## config.mk

```make
export PLATFORM = sky130hd
export DESIGN_NAME = score_display_ctrl
export DESIGN_NICKNAME = d
export VERILOG_FILES = /design/src/rtl/score_display_ctrl.sv
export SDC_FILE = /design/constraint.sdc
export NUM_CORES = 1
export LEC_CHECK = 0
export ABC_AREA = 0
export BUFFER_PORTS_ARGS = -buffer_cell sky130_fd_sc_hd__buf_2
export CAP_MARGIN = 10
export CORE_ASPECT_RATIO = 1.4
export CORE_MARGIN = 8
export CORE_UTILIZATION = 49
export CTS_CLUSTER_DIAMETER = 120
export DETAILED_ROUTE_END_ITERATION = 8
export GPL_TIMING_DRIVEN = 0
export PLACE_DENSITY = 0.74
export SLEW_MARGIN = 10
export SYNTH_ARGS = -nofsm -noshare
export SYNTH_HDL_FRONTEND = slang
export SYNTH_SLANG_ARGS = --single-unit
export TNS_END_PERCENT = 100
```

## constraint.sdc

```tcl
create_clock -name clk -period 2.5 [get_ports clk]
set_clock_uncertainty 0.2 [all_clocks]
set_input_delay 0.125 -clock clk [delete_from_list [all_inputs] [get_ports clk]]
set_output_delay 0.125 -clock clk [all_outputs]
set_load 0.02 [all_outputs]
```

## src/rtl/score_display_ctrl.sv

```systemverilog
`default_nettype none
//============================================================================
// Module  : score_display_ctrl
// Brief   : Chooses which score to show and converts it to BCD with a
//           sequential shift-add-3 engine. Define SCORE_FLASH_EN to blink
//           the final score.
// Revision: 1.0
//============================================================================
module score_display_ctrl #(
   parameter int HOLD_TICKS = 6,
   parameter int MAX_SCORE  = 140
) (
   input  logic       clk,
   input  logic       nRst,
   input  logic       goodColl,
   input  logic       badColl,
   input  logic [7:0] currScore,
   input  logic [7:0] highScore,
   input  logic       tick,
   output logic [3:0] bcd_ones,
   output logic [3:0] bcd_tens,
   output logic [3:0] bcd_hundreds,
   output logic       blank,
   output logic       showing_high,
   output logic       busy,
   output logic       game_over
);

   localparam logic [7:0] c_MAX_SCORE  = 8'(MAX_SCORE);
   localparam logic [3:0] c_HOLD_TICKS = 4'(HOLD_TICKS);

   typedef enum logic [1:0] {S_IDLE, S_PLAY, S_FLASH, S_HIGH} disp_state_t;
   typedef enum logic [1:0] {C_IDLE, C_LOAD, C_SHIFT, C_DONE} conv_state_t;

   disp_state_t r_state, r_prev_state, w_state_nxt;
   logic [7:0]  r_final, w_final_nxt;
   logic [3:0]  r_tick_cnt, w_tick_cnt_nxt;
   logic        r_blank, w_blank_nxt;
   logic [7:0]  w_src;
   logic        w_src_high;

   always_ff @(posedge clk or negedge nRst) begin
      if (!nRst) begin
         r_state      <= S_IDLE;
         r_prev_state <= S_IDLE;
         r_final      <= 8'd0;
         r_tick_cnt   <= 4'd0;
         r_blank      <= 1'b0;
      end else begin
         r_state      <= w_state_nxt;
         r_prev_state <= r_state;
         r_final      <= w_final_nxt;
         r_tick_cnt   <= w_tick_cnt_nxt;
         r_blank      <= w_blank_nxt;
      end
   end

   always_comb begin
      w_state_nxt    = r_state;
      w_final_nxt    = r_final;
      w_tick_cnt_nxt = r_tick_cnt;
      w_blank_nxt    = r_blank;
      case (r_state)
         S_IDLE, S_HIGH: begin
            if (goodColl) w_state_nxt = S_PLAY;
         end
         S_PLAY: begin
            // badColl takes priority over a simultaneous goodColl
            if (badColl || (currScore >= c_MAX_SCORE)) begin
               w_state_nxt    = S_FLASH;
               w_final_nxt    = currScore;
               w_tick_cnt_nxt = 4'd0;
               w_blank_nxt    = 1'b0;
            end
         end
         S_FLASH: begin
            if (goodColl) begin
               w_state_nxt    = S_PLAY;
               w_tick_cnt_nxt = 4'd0;
               w_blank_nxt    = 1'b0;
            end else if (tick) begin
               if (r_tick_cnt + 4'd1 == c_HOLD_TICKS) begin
                  w_state_nxt    = S_HIGH;
                  w_tick_cnt_nxt = 4'd0;
                  w_blank_nxt    = 1'b0;
               end else begin
                  w_tick_cnt_nxt = r_tick_cnt + 4'd1;
`ifdef SCORE_FLASH_EN
                  w_blank_nxt    = ~r_blank;
`else
                  w_blank_nxt    = 1'b0;
`endif
               end
            end
         end
         default: w_state_nxt = S_IDLE;
      endcase
   end

   always_comb begin
      w_src      = highScore;
      w_src_high = 1'b1;
      if (r_state == S_PLAY) begin
         w_src      = currScore;
         w_src_high = 1'b0;
      end else if (r_state == S_FLASH) begin
         w_src      = r_final;
         w_src_high = 1'b0;
      end
   end

   assign blank     = r_blank;
   assign game_over = (r_state == S_FLASH) || (r_state == S_HIGH);

   conv_state_t r_cstate, w_cstate_nxt;
   logic [7:0]  r_last;
   logic        r_last_high;
   logic        r_pending;
   logic        r_first;
   logic [19:0] r_sh;
   logic [19:0] w_adj;
   logic [19:0] w_step;
   logic [2:0]  r_bit;
   logic        w_req;
   logic        w_capture;

   // r_first forces the post-reset conversion even when highScore is 0
   assign w_req = r_first || (r_state != r_prev_state) || (w_src != r_last);
   assign busy  = (r_cstate != C_IDLE);

   always_comb begin
      w_adj = r_sh;
      if (w_adj[11:8]  >= 4'd5) w_adj[11:8]  = w_adj[11:8]  + 4'd3;
      if (w_adj[15:12] >= 4'd5) w_adj[15:12] = w_adj[15:12] + 4'd3;
      if (w_adj[19:16] >= 4'd5) w_adj[19:16] = w_adj[19:16] + 4'd3;
      w_step = {w_adj[18:0], 1'b0};
   end

   always_comb begin
      w_cstate_nxt = r_cstate;
      w_capture    = 1'b0;
      case (r_cstate)
         C_IDLE: begin
            if (w_req) begin
               w_cstate_nxt = C_LOAD;
               w_capture    = 1'b1;
            end
         end
         C_LOAD:  w_cstate_nxt = C_SHIFT;
         C_SHIFT: if (r_bit == 3'd7) w_cstate_nxt = C_DONE;
         C_DONE: begin
            if (r_pending || w_req) begin
               w_cstate_nxt = C_LOAD;
               w_capture    = 1'b1;
            end else begin
               w_cstate_nxt = C_IDLE;
            end
         end
         default: w_cstate_nxt = C_IDLE;
      endcase
   end

   always_ff @(posedge clk or negedge nRst) begin
      if (!nRst) begin
         r_cstate     <= C_IDLE;
         r_last       <= 8'd0;
         r_last_high  <= 1'b1;
         r_pending    <= 1'b0;
         r_first      <= 1'b1;
         r_sh         <= 20'd0;
         r_bit        <= 3'd0;
         bcd_ones     <= 4'd0;
         bcd_tens     <= 4'd0;
         bcd_hundreds <= 4'd0;
         showing_high <= 1'b1;
      end else begin
         r_cstate <= w_cstate_nxt;
         if (w_capture) begin
            r_last      <= w_src;
            r_last_high <= w_src_high;
            r_first     <= 1'b0;
            r_pending   <= 1'b0;
         end else if (w_req && busy) begin
            r_pending <= 1'b1;
         end
         if (r_cstate == C_LOAD) begin
            r_sh  <= {12'd0, r_last};
            r_bit <= 3'd0;
         end else if (r_cstate == C_SHIFT) begin
            r_sh  <= w_step;
            r_bit <= r_bit + 3'd1;
            // publish all digits at once on the final shift
            if (r_bit == 3'd7) begin
               bcd_hundreds <= w_step[19:16];
               bcd_tens     <= w_step[15:12];
               bcd_ones     <= w_step[11:8];
               showing_high <= r_last_high;
            end
         end
      end
   end

endmodule
`default_nettype wire

```

==> key figures <==
Worst setup path
  – Critical path's slowest cell: dfrtp_2
  – Reg2reg start: r_state[0]$_DFFE_PN0P_
  – Worst reg2reg path endpoint: r_last[0]$_DFFE_PN0P_
  – Buffers and inverters on the worst path: 3
  – Max incr delay on CP: roughly 0.40 ns
  – Critical Path End: r_last[0]$_DFFE_PN0P_
  – CP Capture Type: register
  – CP Depth: 11
  – CP Launch Type: register
  – Cells on worst reg2reg path: 11
  – CP Cell Sequence: inv_2 -> ha_4 -> buf_12 -> mux2i_1 -> o21ai_1 -> xor2_1 -> nor4_4 -> a31o_4 -> a21oi_4 -> buf_12 -> mux2_4
  – CP top delay family: multiplexers
  – FF-to-FF setup slack: -0.20 ns
  – Crit path top cell by count: buf_12
  – Max FO, Critical Path: 10
  – Critical Path Start: r_state[0]$_DFFE_PN0P_
  – Critical path data required time: 2.52 ns
  – Kind of critical path: reg -> reg
  – Crit path arrival time: 2.72 ns

Clock network
  – Clock transition at path regs: ~0.07 ns
  – CTS HTree Levels: 3
  – Root buffer cell: clkbuf_8
  – CTS tree: built
  – CTS buffer count: 9
  – Clock buffer depth: 2
  – Clk Latency, worst-skew pair: ~0.34 ns
  – CTS Sinks: 65

Die
  – Die height: ~110 um
  – Core Region: 6850 um^2
  – Initial Util: 0.499
  – Full die area: between 9000 and 10,000 um^2
  – Num rows: 36
  – IO Count: 37
  – Chip width: 86.6 um

STA
  – Setup_tns: -1.68 ns
  – Crit share post-route: 1.08
  – # setup viols final: 11
  – Worst Tran Pin Value: roughly 0.80 ns
  – Fmax: 371 MHz
  – Post-layout minimum cycle time: 2.70 ns
  – Hold Fails Final Rpt: 0
  – Final WS setup: -0.197 ns
  – RSZ-0062 raised after global routing: yes
  – Worst slew margin: 0.466
  – Slew Viols, Final: 0

Yosys
  – Mapped cell area: approximately 3400 um^2
  – Yosys cell types: 46
  – Syn Inst Count: 319
  – Flops & latches, synth: 65
  – Avg Cell Area, Syn: 10.7 um^2
  – Post-synth EDFFs: 0
  – Synth warn: 0
  – Sequential area share after synthesis: 0.477
  – Syn Nets: 358
  – Post-synth top flop: dfrtp_1
  – Ys async rst share: 1.00

Routing
  – Iter 0 DRT Violations: between 150 and 200
  – ANT nets after route: 0
  – Drt via density: between 5 and 6
  – # DRC: 0
  – Vias: around 2,500
  – DR WL/cell: about 15 um
  – Wirelength, routed: ~7100 um
  – First drt pass iteration count: 4

Status
  – Status: finished, violations left
  – Failing checks: setup timing

Finish
  – Fin util: 0.613
  – Nets: 421
  – Layout fillers: slightly below 600
  – Most common cell after layout, fill and taps aside: dfrtp_1
  – Storage cell area: about 1600 um^2
  – Area Overhead vs Synth: 22.8%
  – Antenna cells: 0
  – Non-Filler Instances: 482
  – Multi-input logic area: about 1700 um^2
  – Most frequent cells in the layout: dfrtp_1, buf_2, nand2_1
  – Finished Cell Area: ~4200 um^2
  – Share of cells above drive strength 1: 0.279

GRT
  – Initial antenna violation count: 0
  – Largest net degree at the start of global routing: 66
  – Global-route wire length before repair: roughly 12,000 um
  – Tot GR Track Use: 0.154
  – GR Overflow Total: 0
  – Vias in the first global route: roughly 2,600

Power and ir drop
  – Internal: about 2.8 mW
  – Switch share: 0.366
  – Sw Pwr: 1.60 mW
  – Comb pwr share: 0.423
  – Flop pwr share: 0.377
  – Clk pwr share: 0.200
  – Total power: roughly 4.4 mW
  – PwrDens: slightly above 1000 nW/um^2
  – VDD IR max: between 700 and 800 uV
  – Leak pwr: between 1.5 and 2 nW

Min path
  – Hold crit path type: in -> reg

Job
  – Maxcap violations: 0

Place
  – Post-DP HPWL: roughly 4900 um
  – Placed insts: approximately 450
  – Port buffer count: 35
  – Placer Congestion: between 0.7 and 0.8
  – Placed standard-cell area: 3720 um^2
worst min-delay path by stage:
stage / slack, ns / cells past startpoint / start / end
floorplan: -0.37 / 0 / nRst / bcd_hundreds[0]$_DFFE_PN0P_
global placement: 0.15 / 2 / badColl / r_final[7]$_DFFE_PN0P_
detailed placement: 0.07 / 1 / nRst / bcd_hundreds[0]$_DFFE_PN0P_
CTS: 0.03 / 4 / highScore[7] / r_last[7]$_DFFE_PN0P_
global route: 0.05 / 4 / highScore[7] / r_last[7]$_DFFE_PN0P_
finish: 0.04 / 4 / highScore[7] / r_last[7]$_DFFE_PN0P_
area by class of cell:
| type | count | area share |
|---|---|---|
| Sequential cell | 65 | 0.389 |
| Timing Repair Buffer | 53 | 0.0889 |
| Inverter | 23 | 0.0206 |
| Tap cell | 95 | 0.0283 |
| Clock inverter | 3 | 0.00954 |
| Clock buffer | 13 | 0.0355 |
| Multi-Input combinational cell | 218 | 0.409 |
| Buffer | 12 | 0.0194 |
power by group through the flow:
stage / Combinational, mW / Clock (mW) / Sequential (mW)
floorplan: 1.14 / 0 / 1.69
global placement: 1.52 / 0 / 1.64
detailed placement: 1.57 / 0 / 1.66
CTS: 1.77 / 0.889 / 1.63
global route: 2.03 / 0.943 / 1.68
finish: 1.84 / 0.871 / 1.64
cells by family (layout without fill, tap and decap cells):
logic type	Yosys count	after routing	share of synthesized area
muxes	40	40	0.135
xor gates and xnor gates	13	13	0.0333
and+or+nand+nor	68	68	0.0996
AOI/OAI and AO/OA	78	78	0.144
buffers and inverters	36	104	0.0439
DFF	65	65	0.477
other	1	1	0.00110
adders and majority gates	18	18	0.0659
synth_stat cells, types with 7 or more instances:
cell type / n / share of area
a21oi_1: 20 / 0.029
clkbuf_1: 7 / 0.0077
dfrtp_1: 62 / 0.45
ha_1: 18 / 0.066
inv_1: 23 / 0.025
mux2_2: 14 / 0.046
mux2_4: 9 / 0.040
mux2i_1: 17 / 0.050
nand2_1: 28 / 0.031
nand2b_1: 7 / 0.013
nor2_1: 14 / 0.015
o21ai_0: 22 / 0.032
o21ai_1: 7 / 0.010
o22ai_1: 9 / 0.016
xor2_1: 9 / 0.023
worst min-delay path, cell delays in order:
cell     delay [ns]
buf_2          0.08
mux2i_1        0.06
o21ai_2        0.14
mux2_4         0.14
layer usage:
| layer | global-route usage | wire (um) | vias to the layer above |
|---|---|---|---|
| li1 | - | - | 1234 |
| met1 | 0.167 | 2950 | 1187 |
| met2 | 0.263 | 3640 | 55 |
| met3 | 0.0408 | 303 | 13 |
| met4 | 0.0877 | 187 | 0 |
| met5 | 0 | 0 | - |
state kept, by name, indices dropped and copies added (netlist names):
name,flops
bcd_tens,4
r_tick_cnt,4
bcd_ones,4
r_bit,3
r_pending,1
r_state,2
r_cstate,2
bcd_hundreds,4
r_first,1
r_final,8
showing_high,1
r_sh,20
r_prev_state,2
r_last_high,1
r_last,8
through the flow:
step                      worst slack, ns  hold slack, ns
after floorplan                   -0.0667          -0.371
after global placement             -0.272           0.155
after detailed placement           -0.386          0.0673
after CTS                          -0.225          0.0323
after global routing               -0.308          0.0493
final                              -0.197          0.0405
timing repair:
item,in CTS,in global routing
hold buffers,12,0
endpoints found under the hold margin,79,0
pin swaps,5,4
gates resized for setup,15,8
setup endpoints to repair,13,14
gates cloned,0,1
setup buffers,5,1
No activity file was read; power rests on OpenSTA's default activity.
